**config.mk**
```make
export PLATFORM = sky130hd
export DESIGN_NAME = sram_1r1w_fifo_ctrl_flat
export DESIGN_NICKNAME = d
export VERILOG_FILES = /design/src/rtl/sram_fifo_pkg.sv /design/src/rtl/sram_1r1w_fifo_ctrl_if.sv /design/src/rtl/sram_fifo_obuf.sv /design/src/rtl/sram_1r1w_fifo_ctrl.sv /design/src/flat_wrapper.sv
export SDC_FILE = /design/constraint.sdc
export NUM_CORES = 1
export LEC_CHECK = 0
export CAP_MARGIN = 20
export CORE_ASPECT_RATIO = 1.4
export CORE_MARGIN = 2
export CORE_UTILIZATION = 49
export CTS_CLUSTER_SIZE = 16
export DETAILED_ROUTE_END_ITERATION = 12
export GPL_ROUTABILITY_DRIVEN = 0
export PLACE_DENSITY_LB_ADDON = 0.3
export SLEW_MARGIN = 20
export SYNTH_ARGS = -nofsm -noshare
export SYNTH_HDL_FRONTEND = slang
export SYNTH_SLANG_ARGS = --single-unit
```
**constraint.sdc**
```tcl
create_clock -name clk -period 4.13 [get_ports clk]
set_input_delay 0.826 -clock clk [delete_from_list [all_inputs] [get_ports clk]]
set_output_delay 0.826 -clock clk [all_outputs]
set_load 0.02 [all_outputs]
```
**src/rtl/sram_fifo_pkg.sv**
```systemverilog
// Shared constants and types for the 1R1W SRAM stream FIFO controller.
// Holds the default macro geometry (sram_0rw1r1w_22_16_freepdk45), the pointer
// type for that geometry and the depth of the read-latency hiding output buffer.
package sram_fifo_pkg;

    localparam int DEFAULT_DATA_WIDTH = 22;
    localparam int DEFAULT_ADDR_WIDTH = 4;
    localparam int OBUF_DEPTH         = 2;

    // One extra bit above the macro address distinguishes full from empty.
    typedef logic [DEFAULT_ADDR_WIDTH:0] ptr_t;

endpackage

```
**src/rtl/sram_1r1w_fifo_ctrl_if.sv**
```systemverilog
// Valid/ready stream bundle for the SRAM FIFO controller.
// Signals: in_valid/in_ready/in_data (producer side),
//          out_valid/out_ready/out_data (consumer side).
// Modports: master = producer/consumer driving the FIFO, slave = the FIFO.
interface sram_1r1w_fifo_ctrl_if
    import sram_fifo_pkg::*;
#(
    parameter int DATA_WIDTH = DEFAULT_DATA_WIDTH
) ();

    logic                  in_valid;
    logic                  in_ready;
    logic [DATA_WIDTH-1:0] in_data;
    logic                  out_valid;
    logic                  out_ready;
    logic [DATA_WIDTH-1:0] out_data;

    modport master (
        output in_valid, in_data, out_ready,
        input  in_ready, out_valid, out_data
    );

    modport slave (
        input  in_valid, in_data, out_ready,
        output in_ready, out_valid, out_data
    );

endinterface

```
**src/rtl/sram_fifo_obuf.sv**
```systemverilog
// Two-entry in-order output buffer that absorbs the SRAM's one-cycle read
// latency so the consumer sees registered data with no bubbles.
// Ports: clk, rst (sync, active-high), capture/capture_data (word arriving
// from the macro), pop (consumer took the head), head_data/head_valid (head
// word), cnt (occupancy 0..2).
module sram_fifo_obuf
    import sram_fifo_pkg::*;
#(
    parameter int DATA_WIDTH = DEFAULT_DATA_WIDTH
) (
    input  logic                  clk,
    input  logic                  rst,
    input  logic                  capture,
    input  logic [DATA_WIDTH-1:0] capture_data,
    input  logic                  pop,
    output logic [DATA_WIDTH-1:0] head_data,
    output logic                  head_valid,
    output logic [1:0]            cnt
);

    logic [DATA_WIDTH-1:0] mem_r [OBUF_DEPTH];
    logic                  head_r;
    logic [1:0]            cnt_r;
    logic                  tail_s;

    // Tail slot: with two entries, the free slot is head when cnt is 0 or 2.
    // A capture at cnt==2 only happens alongside a pop, so writing the head
    // slot is safe: it is vacated on the same edge.
    always_comb begin
        tail_s = head_r ^ cnt_r[0];
    end

    // Buffer storage, head pointer and occupancy.
    always_ff @(posedge clk) begin
        if (rst) begin
            for (int i = 0; i < OBUF_DEPTH; i++) begin
                mem_r[i] <= '0;
            end
            head_r <= 1'b0;
            cnt_r  <= 2'd0;
        end else begin
            if (capture) begin
                mem_r[tail_s] <= capture_data;
            end
            if (pop) begin
                head_r <= ~head_r;
            end
            case ({capture, pop})
                2'b10:   cnt_r <= cnt_r + 2'd1;
                2'b01:   cnt_r <= cnt_r - 2'd1;
                default: cnt_r <= cnt_r;
            endcase
        end
    end

    assign head_data  = mem_r[head_r];
    assign head_valid = (cnt_r != 2'd0);
    assign cnt        = cnt_r;

endmodule

```
**src/rtl/sram_1r1w_fifo_ctrl.sv**
```systemverilog
// Stream FIFO controller driving a 0rw1r1w SRAM macro
// (sram_0rw1r1w_22_16_freepdk45 family); macro clk0/clk1 tie to clk.
// Ports: clk, rst (sync, active-high), st (stream bundle, slave modport),
//        csb0/addr0/din0 (macro write port, combinational, sampled by the
//        macro at posedge), csb1/addr1 (macro read port), dout1 (read data,
//        valid the cycle after a read issue).
// Optional: define SRAM_FIFO_COUNT_EN to add the registered 'count' output
//        (words held in SRAM + in flight + in the output buffer).
module sram_1r1w_fifo_ctrl
    import sram_fifo_pkg::*;
#(
    parameter int DATA_WIDTH = DEFAULT_DATA_WIDTH,
    parameter int ADDR_WIDTH = DEFAULT_ADDR_WIDTH,
    parameter int DEPTH      = 1 << ADDR_WIDTH
) (
    input  logic                  clk,
    input  logic                  rst,
    sram_1r1w_fifo_ctrl_if.slave  st,
    output logic                  csb0,
    output logic [ADDR_WIDTH-1:0] addr0,
    output logic [DATA_WIDTH-1:0] din0,
    output logic                  csb1,
    output logic [ADDR_WIDTH-1:0] addr1,
    input  logic [DATA_WIDTH-1:0] dout1
`ifdef SRAM_FIFO_COUNT_EN
    ,
    output logic [ADDR_WIDTH+1:0] count
`endif
);

    localparam int PW = ADDR_WIDTH + 1;
    localparam logic [ADDR_WIDTH:0] DEPTH_P = PW'(DEPTH);

    logic [ADDR_WIDTH:0]   wr_ptr_r;
    logic [ADDR_WIDTH:0]   rd_ptr_r;
    logic                  inflight_r;
    logic [ADDR_WIDTH:0]   sram_cnt_s;
    logic                  in_ready_s;
    logic                  push_s;
    logic                  pop_s;
    logic                  rd_issue_s;
    logic [2:0]            occ_s;
    logic [1:0]            obuf_cnt_s;
    logic                  obuf_valid_s;
    logic [DATA_WIDTH-1:0] obuf_head_s;

    // Handshakes and read-issue decision. A read is issued only if the word
    // will have a buffer slot when it lands, counting the slot a pop frees
    // this cycle. sram_cnt is registered, so a read never targets a word
    // being written in the same cycle.
    always_comb begin
        sram_cnt_s = wr_ptr_r - rd_ptr_r;
        in_ready_s = !rst && (sram_cnt_s != DEPTH_P);
        push_s     = st.in_valid && in_ready_s;
        pop_s      = obuf_valid_s && st.out_ready;
        occ_s      = 3'(obuf_cnt_s) + 3'(inflight_r);
        rd_issue_s = !rst && (sram_cnt_s != '0)
                     && (occ_s < (3'(OBUF_DEPTH) + 3'(pop_s)));
    end

    // Macro drive; held idle with zero address/data while in reset.
    always_comb begin
        csb0 = !push_s;
        csb1 = !rd_issue_s;
        if (rst) begin
            addr0 = '0;
            din0  = '0;
            addr1 = '0;
        end else begin
            addr0 = wr_ptr_r[ADDR_WIDTH-1:0];
            din0  = st.in_data;
            addr1 = rd_ptr_r[ADDR_WIDTH-1:0];
        end
    end

    // Pointers and the read-in-flight flag; clearing inflight on reset
    // discards any read the macro returns after reset.
    always_ff @(posedge clk) begin
        if (rst) begin
            wr_ptr_r   <= '0;
            rd_ptr_r   <= '0;
            inflight_r <= 1'b0;
        end else begin
            if (push_s) begin
                wr_ptr_r <= wr_ptr_r + PW'(1);
            end
            if (rd_issue_s) begin
                rd_ptr_r <= rd_ptr_r + PW'(1);
            end
            inflight_r <= rd_issue_s;
        end
    end

    sram_fifo_obuf #(
        .DATA_WIDTH (DATA_WIDTH)
    ) u_obuf (
        .clk          (clk),
        .rst          (rst),
        .capture      (inflight_r),
        .capture_data (dout1),
        .pop          (pop_s),
        .head_data    (obuf_head_s),
        .head_valid   (obuf_valid_s),
        .cnt          (obuf_cnt_s)
    );

    assign st.in_ready  = in_ready_s;
    assign st.out_valid = obuf_valid_s;
    assign st.out_data  = obuf_head_s;

`ifdef SRAM_FIFO_COUNT_EN
    logic [ADDR_WIDTH+1:0] count_r;

    // Total occupancy changes only by accepted pushes and pops.
    always_ff @(posedge clk) begin
        if (rst) begin
            count_r <= '0;
        end else begin
            count_r <= count_r + (ADDR_WIDTH+2)'(push_s) - (ADDR_WIDTH+2)'(pop_s);
        end
    end

    assign count = count_r;
`endif

endmodule

```
**src/flat_wrapper.sv**
```systemverilog
// flat-port wrapper written by rule: the top's interface ports become plain ports
module sram_1r1w_fifo_ctrl_flat import sram_fifo_pkg::*;
#(
    parameter int DATA_WIDTH = DEFAULT_DATA_WIDTH,
    parameter int ADDR_WIDTH = DEFAULT_ADDR_WIDTH,
    parameter int DEPTH      = 1 << ADDR_WIDTH
)
  (clk, rst, csb0, addr0, din0, csb1, addr1, dout1, st_in_valid, st_in_data, st_out_ready, st_in_ready, st_out_valid, st_out_data);
  sram_1r1w_fifo_ctrl_if #(.DATA_WIDTH(DATA_WIDTH)) st_i ();
  input  logic clk;
  input  logic rst;
  output logic csb0;
  output logic [ADDR_WIDTH-1:0] addr0;
  output logic [DATA_WIDTH-1:0] din0;
  output logic csb1;
  output logic [ADDR_WIDTH-1:0] addr1;
  input  logic [DATA_WIDTH-1:0] dout1;
  input wire logic [$bits(st_i.in_valid)-1:0] st_in_valid;
  input wire logic [$bits(st_i.in_data)-1:0] st_in_data;
  input wire logic [$bits(st_i.out_ready)-1:0] st_out_ready;
  output wire logic [$bits(st_i.in_ready)-1:0] st_in_ready;
  output wire logic [$bits(st_i.out_valid)-1:0] st_out_valid;
  output wire logic [$bits(st_i.out_data)-1:0] st_out_data;
  assign st_i.in_valid = st_in_valid;
  assign st_i.in_data = st_in_data;
  assign st_i.out_ready = st_out_ready;
  assign st_in_ready = st_i.in_ready;
  assign st_out_valid = st_i.out_valid;
  assign st_out_data = st_i.out_data;
  sram_1r1w_fifo_ctrl #(.DATA_WIDTH(DATA_WIDTH), .ADDR_WIDTH(ADDR_WIDTH), .DEPTH(DEPTH)) u_core (.clk(clk), .rst(rst), .st(st_i), .csb0(csb0), .addr0(addr0), .din0(din0), .csb1(csb1), .addr1(addr1), .dout1(dout1));
endmodule
```
==> impl_metrics.py <==
metrics = {
    "logic_synthesis": {
        "synthArstFlopShare_pct": 0,
        "avgSynthCellArea_sq_um": 11.8,
        "yosys.area.top_type": "edfxtp_1",
        "syn_inst": 256,
        "synth_edf_count": 44,
        "synth_warnings": 0,
        "yosys_register_bits": 59,
        "synth_area_leaders": "edfxtp_1, dfxtp_1, and2_1",
        "syn_area_sq_um": 3020,
        "yosys.area.top_type_share_pct": 43.7,
        "synth_common_cells": "and2_1, edfxtp_1, nor2b_1, mux2_2",
        "syn_nets": 313,
        "ys_seq_area_share_pct": 53.6,
        "ys.flop_type": "edfxtp_1",
        "ys_types": 41,
    },
    "global_route": {
        "grt_overflow": 0,
        "grt_pass1_vias": 2327,
        "grt_use_total_pct": 20.2,
        "antenna_found_initial": 0,
        "grt_first_pass_wirelength_um": 10700,
        "grt_start_max_net_pins": 36,
    },
    "route": {
        "drtIter0Drc": 180,
        "ant_nets": 0,
        "dr.pass1.iters": 4,
        "totalWireLength_um": 6400,
        "avgRoutedWirePerCell_um": 14.6,
        "post-route-drc-count": 0,
        "vias": 2242,
        "vias_per_cell": 5.11,
    },
    "clock_network": {
        "clk_latency_ps": 340,
        "cts_tree": "yes",
        "clockRootBuffer": "clkbuf_8",
        "cts-htree-levels": 3,
        "holdBufCountCts": 0,
        "post_cts_buffers": 0,
        "clock_sinks": 59,
        "post_cts_resized": 0,
        "clk_pin_slew_ps": 70,
        "clockBufferDepth": 2,
        "cts_buffers": 9,
    },
    "finish": {
        "drive_gt1_share_pct": 14.6,
        "syn_to_final_growth_pct": 43.3,
        "layout.cells.non_filler": 439,
        "num-fill-cells": 433,
        "finalNetCount": 421,
        "n_antenna_cell": 0,
    },
    "sta": {
        "slew_headroom_pct": 62.1,
        "final_hold_viol_count": 0,
        "rsz0062_at_grt": "false",
        "setup_tns_ps": 0,
        "worst_pin_slew_ps": 566,
        "finalCriticalPeriod_ps": 3930,
        "period_share_pct": 95.1,
        "setup_viol": 0,
        "maxSlewViolCount": 0,
        "clock_skew_ps": 11.1,
        "timing.fmax_ghz": 0.255,
    },
    "floorplan": {
        "die_height_um": 96.9,
        "pin_count": 104,
        "core_area_sq_um": 5900,
        "die_w_um": 70.4,
        "num_rows": 33,
        "die_area_sq_um": 6820,
        "start_util_pct": 51.2,
    },
    "worst_setup_path": {
        "critical_path_class": "flip-flop to output port",
        "slowest_stage": "clkdlybuf4s50_1",
        "critPathTopFamily": "compound AO/OA/AOI/OAI gates",
        "crit_path_end_kind": "output port",
        "arrival_ps": 3100,
        "path_buf_inv": 2,
        "cp-start-kind": "flip-flop",
        "crit_chain": "inv_1 -> ha_1 -> nor2b_1 -> o211ai_1 -> and3_4 -> o41ai_4 -> or2_1 -> clkdlybuf4s50_1",
        "required_ps": 3300,
        "crit_fanout": 8,
        "critPathMaxStageDelay_ps": 610,
    },
    "placement": {
        "dpl.hpwl_um": 4450,
        "port-buffer-count": 103,
        "dp.cells": 423,
    },
    "pwr": {
        "power.total_mw": 2.48,
        "max-vdd-ir-drop_v": 0.000296,
        "power_density_nw_per_um2": 572,
        "p_leak_nw": 1.67,
    },
    "min_path": {
        "hp-class": "flip-flop to flip-flop",
    },
    "job": {
        "max_cap_viol_count": 0,
    },
    "outcome": {
        "outcome": "completed",
    },
}
==> worst register-to-register path: stages, from the launching register on <==
cell and delay (ps):
dfxtp_1 400, inv_1 90, ha_1 290, nor2b_1 250
o211ai_1 140, and3_4 220, o41ai_4 580, nor2_2 70
mux2_4 300
==> flip-flops by register name (all words and copies together) (netlist names), named ones only <==
signal / flops
u_core.rd_ptr_r: 5
u_core.wr_ptr_r: 5
u_core.inflight_r: 1
u_core.u_obuf.head_r: 1
u_core.u_obuf.cnt: 2
u_core.u_obuf.mem_r: 44
==> report_power, final <==
group | switching, mW | internal, mW | total [mW]
clock | 0.226 | 0.270 | 0.496
combinational | 0.576 | 0.556 | 1.13
sequential | 0.0572 | 0.791 | 0.848
total | 0.860 | 1.62 | 2.48
==> cell families (layout without fill, tap and decap cells) <==
logic type / after synthesis / after routing / synth area share [%]
DFF: 59 / 59 / 53.6
muxes: 26 / 26 / 9.73
xor gates and xnor gates: 10 / 10 / 2.90
buffers and inverters: 21 / 134 / 2.61
AOI/OAI and AO/OA: 19 / 19 / 5.42
and+or+nand+nor: 112 / 112 / 22.0
adders and majority gates: 9 / 9 / 3.73
==> per-layer routing <==
metal | share of wire [%] | GRT usage, % | vias to the layer above
li1 | - | - | 1096
met1 | 39 | 23.0 | 1045
met2 | 52 | 34.8 | 89
met3 | 6.9 | 6.04 | 12
met4 | 1.6 | 7.99 | 0
met5 | 0 | 0 | -
==> cells in the final DEF, fill, tap and decap left out, types with 3 or more instances in the layout <==
cell type and n:
a21oi_1 5, and2_1 44, buf_4 5, clkbuf_8 9, clkdlybuf4s50_1 103, clkinv_1 3
dfxtp_1 15, edfxtp_1 44, ha_1 9, inv_1 9, mux2_2 22, nand3_1 4
nor2_1 15, nor2b_1 29, o21ai_0 3, o21ai_1 3, or2_1 3, or2_2 3
xnor2_1 6, xor2_1 4
==> per-stage QoR <==
| step | utilization [%] | cell area (sq um) | setup slack [ps] | hold WS (ps) |
|---|---|---|---|---|
| final | 73.3 | 4330 | 202 | 536 |
| after global routing | 73.3 | 4330 | 66.9 | 558 |
| after CTS | 73.3 | 4330 | 218 | 534 |
| after detailed placement | 70.2 | 4150 | 557 | 524 |
| after global placement | 70.2 | 4150 | 604 | 512 |
| after floorplan | - | 3020 | 1340 | 475 |
==> worst paths after layout <==
kind,startpoint,endpoint,slack [ps],cells past startpoint
max,u_core.rd_ptr_r[1]$_SDFFE_PP0P_,csb0,200,8
min,u_core.wr_ptr_r[4]$_SDFFE_PP0P_,u_core.wr_ptr_r[4]$_SDFFE_PP0P_,540,2
max reg2reg,u_core.rd_ptr_r[1]$_SDFFE_PP0P_,u_core.wr_ptr_r[2]$_SDFFE_PP0P_,1680,8
min reg2reg,u_core.wr_ptr_r[4]$_SDFFE_PP0P_,u_core.wr_ptr_r[4]$_SDFFE_PP0P_,540,2
==> final cells by class <==
class / count / area, sq um / area share [%]
Sequential cell: 59 / 1620 / 37.4
Multi-Input combinational cell: 176 / 1330 / 30.8
Timing Repair Buffer: 108 / 1070 / 24.7
Clock buffer: 9 / 124 / 2.86
Tap cell: 70 / 87.6 / 2.02
Clock inverter: 7 / 58.8 / 1.36
Inverter: 10 / 37.5 / 0.867
No activity file was read; power rests on OpenSTA's default activity.
